### src/rtl/io_pkg.sv
// Register map indices and BSTAT bit positions shared by the LED/switch/button I/O port.
package io_pkg;
    localparam logic [3:0] IO_REG_LED   = 4'd0;
    localparam logic [3:0] IO_REG_SW    = 4'd1;
    localparam logic [3:0] IO_REG_BSTAT = 4'd2;
    localparam logic [3:0] IO_REG_IEN   = 4'd3;
    localparam logic [3:0] IO_REG_CYC   = 4'd4;
    localparam logic [3:0] IO_REG_SCR   = 4'd5;

    localparam int IO_BSTAT_LVL  = 0;
    localparam int IO_BSTAT_PEND = 1;
endpackage

### src/rtl/io_debounce.sv
// Two-flop synchroniser plus counting debouncer for one raw input.
// RISE is high during the cycle whose edge raises LEVEL from 0 to 1.
module io_debounce #(
    parameter int DEB_CYCLES = 50000
) (
    input  logic CLK,
    input  logic RESET_N,
    input  logic RAW,
    output logic LEVEL,
    output logic RISE
);
    localparam int CNT_W = $clog2(DEB_CYCLES);
    localparam logic [CNT_W-1:0] CNT_LAST = CNT_W'(DEB_CYCLES - 1);

    logic [1:0]       sync_q, sync_d;
    logic             level_q, level_d;
    logic [CNT_W-1:0] cnt_q, cnt_d;
    logic             differ, done;

    always_comb begin
        sync_d  = {sync_q[0], RAW};
        differ  = sync_q[1] ^ level_q;
        done    = differ && (cnt_q == CNT_LAST);
        level_d = level_q;
        cnt_d   = '0;
        // Counter stops at CNT_LAST: that cycle flips the level and restarts from 0.
        if (done) begin
            level_d = ~level_q;
        end else if (differ) begin
            cnt_d = cnt_q + 1'b1;
        end
    end

    always_ff @(posedge CLK or negedge RESET_N) begin
        if (!RESET_N) begin
            sync_q  <= '0;
            level_q <= 1'b0;
            cnt_q   <= '0;
        end else begin
            sync_q  <= sync_d;
            level_q <= level_d;
            cnt_q   <= cnt_d;
        end
    end

    assign LEVEL = level_q;
    assign RISE  = done & ~level_q;
endmodule

### src/rtl/io_leds_port.sv
// Board-side responder for the CPU I/O port: LED/switch/button register bank and INT_BTN.
// Define IO_CYCLE_COUNTER_EN to implement the free-running CYC register at index 4.
module io_leds_port
    import io_pkg::*;
#(
    parameter int LED_W      = 8,
    parameter int SW_W       = 8,
    parameter int DEB_CYCLES = 50000
) (
    input  logic             CLK,
    input  logic             RESET_N,
    input  logic             LEDS_WE,
    input  logic [31:0]      LEDS_WD,
    input  logic [3:0]       LEDS_A,
    output logic [31:0]      LEDS_RD,
    output logic             INT_BTN,
    output logic [LED_W-1:0] LEDS,
    input  logic [SW_W-1:0]  SW,
    input  logic             BTN
);
    logic [LED_W-1:0] led_q, led_d;
    logic [SW_W-1:0]  sw_meta_q, sw_meta_d;
    logic [SW_W-1:0]  sw_sync_q, sw_sync_d;
    logic             ien_q, ien_d;
    logic             pend_q, pend_d;
    logic             int_q, int_d;
    logic [31:0]      scr_q, scr_d;
    logic             btn_level, btn_rise;
    logic             wr_led, wr_bstat, wr_ien, wr_scr;

    io_debounce #(
        .DEB_CYCLES(DEB_CYCLES)
    ) u_btn_deb (
        .CLK    (CLK),
        .RESET_N(RESET_N),
        .RAW    (BTN),
        .LEVEL  (btn_level),
        .RISE   (btn_rise)
    );

    always_comb begin
        wr_led    = LEDS_WE && (LEDS_A == IO_REG_LED);
        wr_bstat  = LEDS_WE && (LEDS_A == IO_REG_BSTAT);
        wr_ien    = LEDS_WE && (LEDS_A == IO_REG_IEN);
        wr_scr    = LEDS_WE && (LEDS_A == IO_REG_SCR);
        sw_meta_d = SW;
        sw_sync_d = sw_meta_q;
        led_d     = wr_led ? LEDS_WD[LED_W-1:0] : led_q;
        ien_d     = wr_ien ? LEDS_WD[0] : ien_q;
        scr_d     = wr_scr ? LEDS_WD : scr_q;
        // A press landing in the same cycle as a W1C keeps PEND set.
        pend_d    = pend_q;
        if (btn_rise) begin
            pend_d = 1'b1;
        end else if (wr_bstat && LEDS_WD[IO_BSTAT_PEND]) begin
            pend_d = 1'b0;
        end
        int_d     = pend_q & ien_q;
    end

    always_ff @(posedge CLK or negedge RESET_N) begin
        if (!RESET_N) begin
            led_q     <= '0;
            sw_meta_q <= '0;
            sw_sync_q <= '0;
            ien_q     <= 1'b0;
            pend_q    <= 1'b0;
            int_q     <= 1'b0;
            scr_q     <= '0;
        end else begin
            led_q     <= led_d;
            sw_meta_q <= sw_meta_d;
            sw_sync_q <= sw_sync_d;
            ien_q     <= ien_d;
            pend_q    <= pend_d;
            int_q     <= int_d;
            scr_q     <= scr_d;
        end
    end

`ifdef IO_CYCLE_COUNTER_EN
    logic [31:0] cyc_q, cyc_d;

    // A write clears the counter regardless of data and overrides the increment.
    always_comb begin
        cyc_d = (LEDS_WE && (LEDS_A == IO_REG_CYC)) ? 32'd0 : cyc_q + 32'd1;
    end

    always_ff @(posedge CLK or negedge RESET_N) begin
        if (!RESET_N) begin
            cyc_q <= '0;
        end else begin
            cyc_q <= cyc_d;
        end
    end
`endif

    always_comb begin
        LEDS_RD = '0;
        case (LEDS_A)
            IO_REG_LED:   LEDS_RD[LED_W-1:0] = led_q;
            IO_REG_SW:    LEDS_RD[SW_W-1:0]  = sw_sync_q;
            IO_REG_BSTAT: begin
                LEDS_RD[IO_BSTAT_LVL]  = btn_level;
                LEDS_RD[IO_BSTAT_PEND] = pend_q;
            end
            IO_REG_IEN:   LEDS_RD[0] = ien_q;
`ifdef IO_CYCLE_COUNTER_EN
            IO_REG_CYC:   LEDS_RD = cyc_q;
`endif
            IO_REG_SCR:   LEDS_RD = scr_q;
            default:      LEDS_RD = '0;
        endcase
    end

    assign LEDS    = led_q;
    assign INT_BTN = int_q;
endmodule
### config.mk
export PLATFORM = sky130hd
export DESIGN_NAME = io_leds_port
export DESIGN_NICKNAME = d
export VERILOG_FILES = /design/src/rtl/io_pkg.sv /design/src/rtl/io_debounce.sv /design/src/rtl/io_leds_port.sv
export SDC_FILE = /design/constraint.sdc
export NUM_CORES = 1
export LEC_CHECK = 0
export ABC_AREA = 1
export CAP_MARGIN = 20
export CORE_MARGIN = 4
export CORE_UTILIZATION = 45
export CTS_CLUSTER_DIAMETER = 50
export DETAILED_ROUTE_END_ITERATION = 10
export GPL_TIMING_DRIVEN = 0
export PLACE_DENSITY = 0.82
export SYNTH_ARGS = -nofsm -noshare
export SYNTH_HDL_FRONTEND = slang
export SYNTH_HIERARCHICAL = 1
export SYNTH_SLANG_ARGS = --single-unit
### constraint.sdc
create_clock -name CLK -period 1.24 [get_ports CLK]
set_input_delay 0.124 -clock CLK [delete_from_list [all_inputs] [get_ports CLK]]
set_output_delay 0.124 -clock CLK [all_outputs]
set_load 0.005 [all_outputs]
==> impl_metrics.json <==
{
  "drive_above_1_share": 0.311,
  "clk_path_buf_depth": 2,
  "multi_input_area_sq_um": 1640,
  "clk_pin_slew_worst_paths_ns": 0.08,
  "start_kind": "register",
  "criticalPathCategory": "register to primary output",
  "critical-path-slowest-cell": "dfrtp_1",
  "wire_per_inst_microns": 15.2,
  "diodes": 0,
  "hp-class": "input port to register",
  "hpwl_mm": 6.62,
  "grt_max_degree": 43,
  "finalCritPeriodShare": 1.10,
  "root_buffer": "clkbuf_8",
  "leakagePower_nw": 2.69,
  "slowest_delay_ns": 0.39,
  "yosysTopAreaCellShare": 0.532,
  "ff_latch_area_sq_um": 1950,
  "violations": "negative setup slack",
  "critPathRequiredTime_ns": 1.12,
  "cp-startpoint": "ien_q$_DFFE_PN0P_",
  "cp_top_family": "flip-flops",
  "cts_tree": "yes",
  "syn_avg_cell_area_sq_um": 8.34,
  "peakVddDrop_mv": 0.881,
  "syn_area_sq_um": 3670,
  "worstPathMaxFanout": 2,
  "clock_skew_ns": 0.00981,
  "firstDrtPassIters": 5,
  "routed_wl_mm": 10.7,
  "via_per_inst": 5.15,
  "cp-endpoint": "LEDS_RD[0]",
  "period_needed_ns": 1.37,
  "r2r_setup_slack_ns": -0.07,
  "cts_made_buffers": 9,
  "portBuffers": 87,
  "die_y_microns": 98.3,
  "grt_pass1_vias": 3576,
  "num_vias": 3621,
  "die_width_microns": 98.3,
  "hold_violations": 0,
  "finalWorstSetupSlack_ns": -0.128,
  "clock_sinks": 78,
  "clk-insertion-delay-late_ns": 0.34,
  "grt_overflow_total": 0,
  "met3_wirelength_microns": 747,
  "synth_cell_types": 28,
  "rows": 32,
  "status": "finished, violations left",
  "htree_levels": 3,
  "rsz0062_at_grt": "true",
  "setup_viol": 11,
  "rr_worst_depth": 9,
  "power_density_nw_per_um2": 1090,
  "r2r-start": "u_btn_deb/LEVEL$_DFFE_PN0N_",
  "final_area_sq_um": 5390,
  "routabilityCongestion": 0.870,
  "route.detailed.drc": 0,
  "max_freq_mhz": 731,
  "setup_tns_ns": -0.546,
  "r2r_end": "pend_q$_DFFE_PN0P_",
  "yosys_register_bits": 78,
  "fp.dieArea_sq_um": 9670,
  "place_area_sq_um": 4690,
  "grt_first_pass_wirelength_mm": 16.7,
  "cp-end-kind": "primary output",
  "yosys.area.top_type": "dfrtp_1",
  "fill_cells": 576,
  "synthCells": 440,
  "grt_use_total": 0.215,
  "met1_length_mm": 4.34,
  "pin_count": 89,
  "cp_cell_sequence": "nand3_1 -> nand2_1 -> nor2_1 -> nand2_1 -> clkbuf_2",
  "ant_nets": 0,
  "crit_arrival_ns": 1.24,
  "ys_top_cells_by_area": "dfrtp_1 53%, nand2_1 13%, nand3_1 8.2%",
  "worst_pin_slew_ns": 0.489,
  "antenna_found_initial": 0,
  "maxSlewViolCount": 0,
  "yosysWarnings": 6,
  "synth-seq-area-share": 0.532,
  "synth_nets": 489,
  "start_util": 0.468,
  "finalNetCount": 646,
  "highest_layer": "met4",
  "dr_wl_met2_mm": 5.33,
  "maxSlewHeadroom": 0.674,
  "dr.first_iter.drc_count": 251,
  "cpMostUsedCell": "nand2_1",
  "drv_cap": 0,
  "crit_buf_inv": 1,
  "syn2layout_area_growth_pct": 46.7,
  "core-area_sq_um": 7850,
  "crit_cells": 5
}
-- how the worst min path moves through the flow --
stage | end | cells past startpoint | from | slack [ns]
floorplan | INT_BTN$_DFF_PN0_ | 0 | RESET_N | -0.17
global placement | sw_sync_q[7]$_DFF_PN0_ | 0 | sw_meta_q[7]$_DFF_PN0_ | 0.33
detailed placement | scr_q[21]$_DFFE_PN0P_ | 1 | RESET_N | 0.11
CTS | pend_q$_DFFE_PN0P_ | 5 | LEDS_A[0] | 0.16
global route | sw_meta_q[0]$_DFF_PN0_ | 1 | SW[0] | 0.20
finish | pend_q$_DFFE_PN0P_ | 5 | LEDS_A[0] | 0.21
-- state kept, by name, indices dropped and copies added, names as in the netlist --
register	flops
INT_BTN	1
sw_sync_q	8
u_btn_deb/sync_q	2
scr_q	32
sw_meta_q	8
u_btn_deb/cnt_q	16
pend_q	1
LEDS	8
ien_q	1
u_btn_deb/LEVEL	1
-- Yosys cell counts --
master,count
a21oi_1,1
buf_2,6
buf_6,3
clkbuf_1,4
clkinv_2,1
dfrtp_1,78
ha_1,1
inv_1,45
inv_2,5
inv_4,1
nand2_1,128
nand2_2,8
nand2_4,5
nand3_1,60
nand3_2,2
nand3_4,1
nand4_1,7
nor2_1,47
nor2_2,9
nor2_4,6
nor3_2,1
o21ai_0,9
o21ai_1,2
o21ai_2,1
o21bai_2,2
or2_2,1
xnor2_1,4
xor2_1,2
-- cell type report --
cell class,instances,area share
Buffer,13,0.0174
Clock buffer,11,0.0244
Clock inverter,4,0.00465
Inverter,52,0.0395
Multi-Input combinational cell,298,0.304
Sequential cell,78,0.363
Tap cell,102,0.0237
Timing Repair Buffer,145,0.223
-- metal layers --
metal / global-route usage / vias up
met5: 0 / -
met4: 0.0945 / 0
met3: 0.0479 / 25
met2: 0.352 / 169
met1: 0.275 / 1741
li1: - / 1686
-- kinds of logic (layout without fill, tap and decap cells) --
logic type      after synthesis  in the layout  share of synthesized area
xor+xnor                      6              6                     0.0143
flops                        78             78                      0.532
compound gates               15             15                     0.0249
simple gates                275            276                      0.350
fa+ha+maj                     1              1                    0.00341
buf+inv                      65            225                     0.0757
-- tightest hold or removal path: stages --
cell	delay (ns)
buf_4	0.12
nor2_1	0.09
nand4_1	0.09
nand2_1	0.05
nand2_1	0.05
-- layout by cell type, fill, tap and decap left out, drive strengths merged --
cell type	instances
nor3	1
inv	50
nand4	7
buf	77
xor2	2
clkinv	3
dlygate4sd3	1
or2	1
clkbuf	36
clkinvlp	3
xnor2	4
clkdlybuf4s15	9
o21bai	2
o21ai	12
clkdlybuf4s50	41
dlygate4sd2	5
a21oi	1
nand3	63
nor2	62
dfrtp	78
nand2	142
ha	1
-- per-stage QoR --
step | hold WS [ns] | power, mW | util | std cells | setup slack, ns
6_report | 0.209 | 5.85 | 0.686 | 703 | -0.128
5_1_grt | 0.199 | 6.16 | 0.686 | 703 | -0.176
4_1_cts | 0.157 | 5.74 | 0.662 | 683 | -0.237
3_5_place_dp | 0.112 | 4.01 | 0.597 | 630 | -0.899
3_3_place_gp | 0.331 | 3.95 | 0.595 | 629 | -2.57
2_1_floorplan | -0.172 | 3.47 | - | 440 | 0.00124
-- timing repair --
action / CTS / global route
buffers inserted: 34 / 23
pin swaps: 16 / 24
hold endpoints to repair: 36 / 0
gates resized for setup: 124 / 75
hold buffers: 1 / 0
endpoints found under the setup margin: 61 / 49
gates cloned: 3 / 0
-- power by group --
group,total [mW],internal [mW],switching [mW]
clock network,1.59,0.710,0.881
logic,1.21,0.620,0.585
registers,3.05,2.86,0.188
total,5.85,4.19,1.65
No activity file was read; power rests on OpenSTA's default activity.
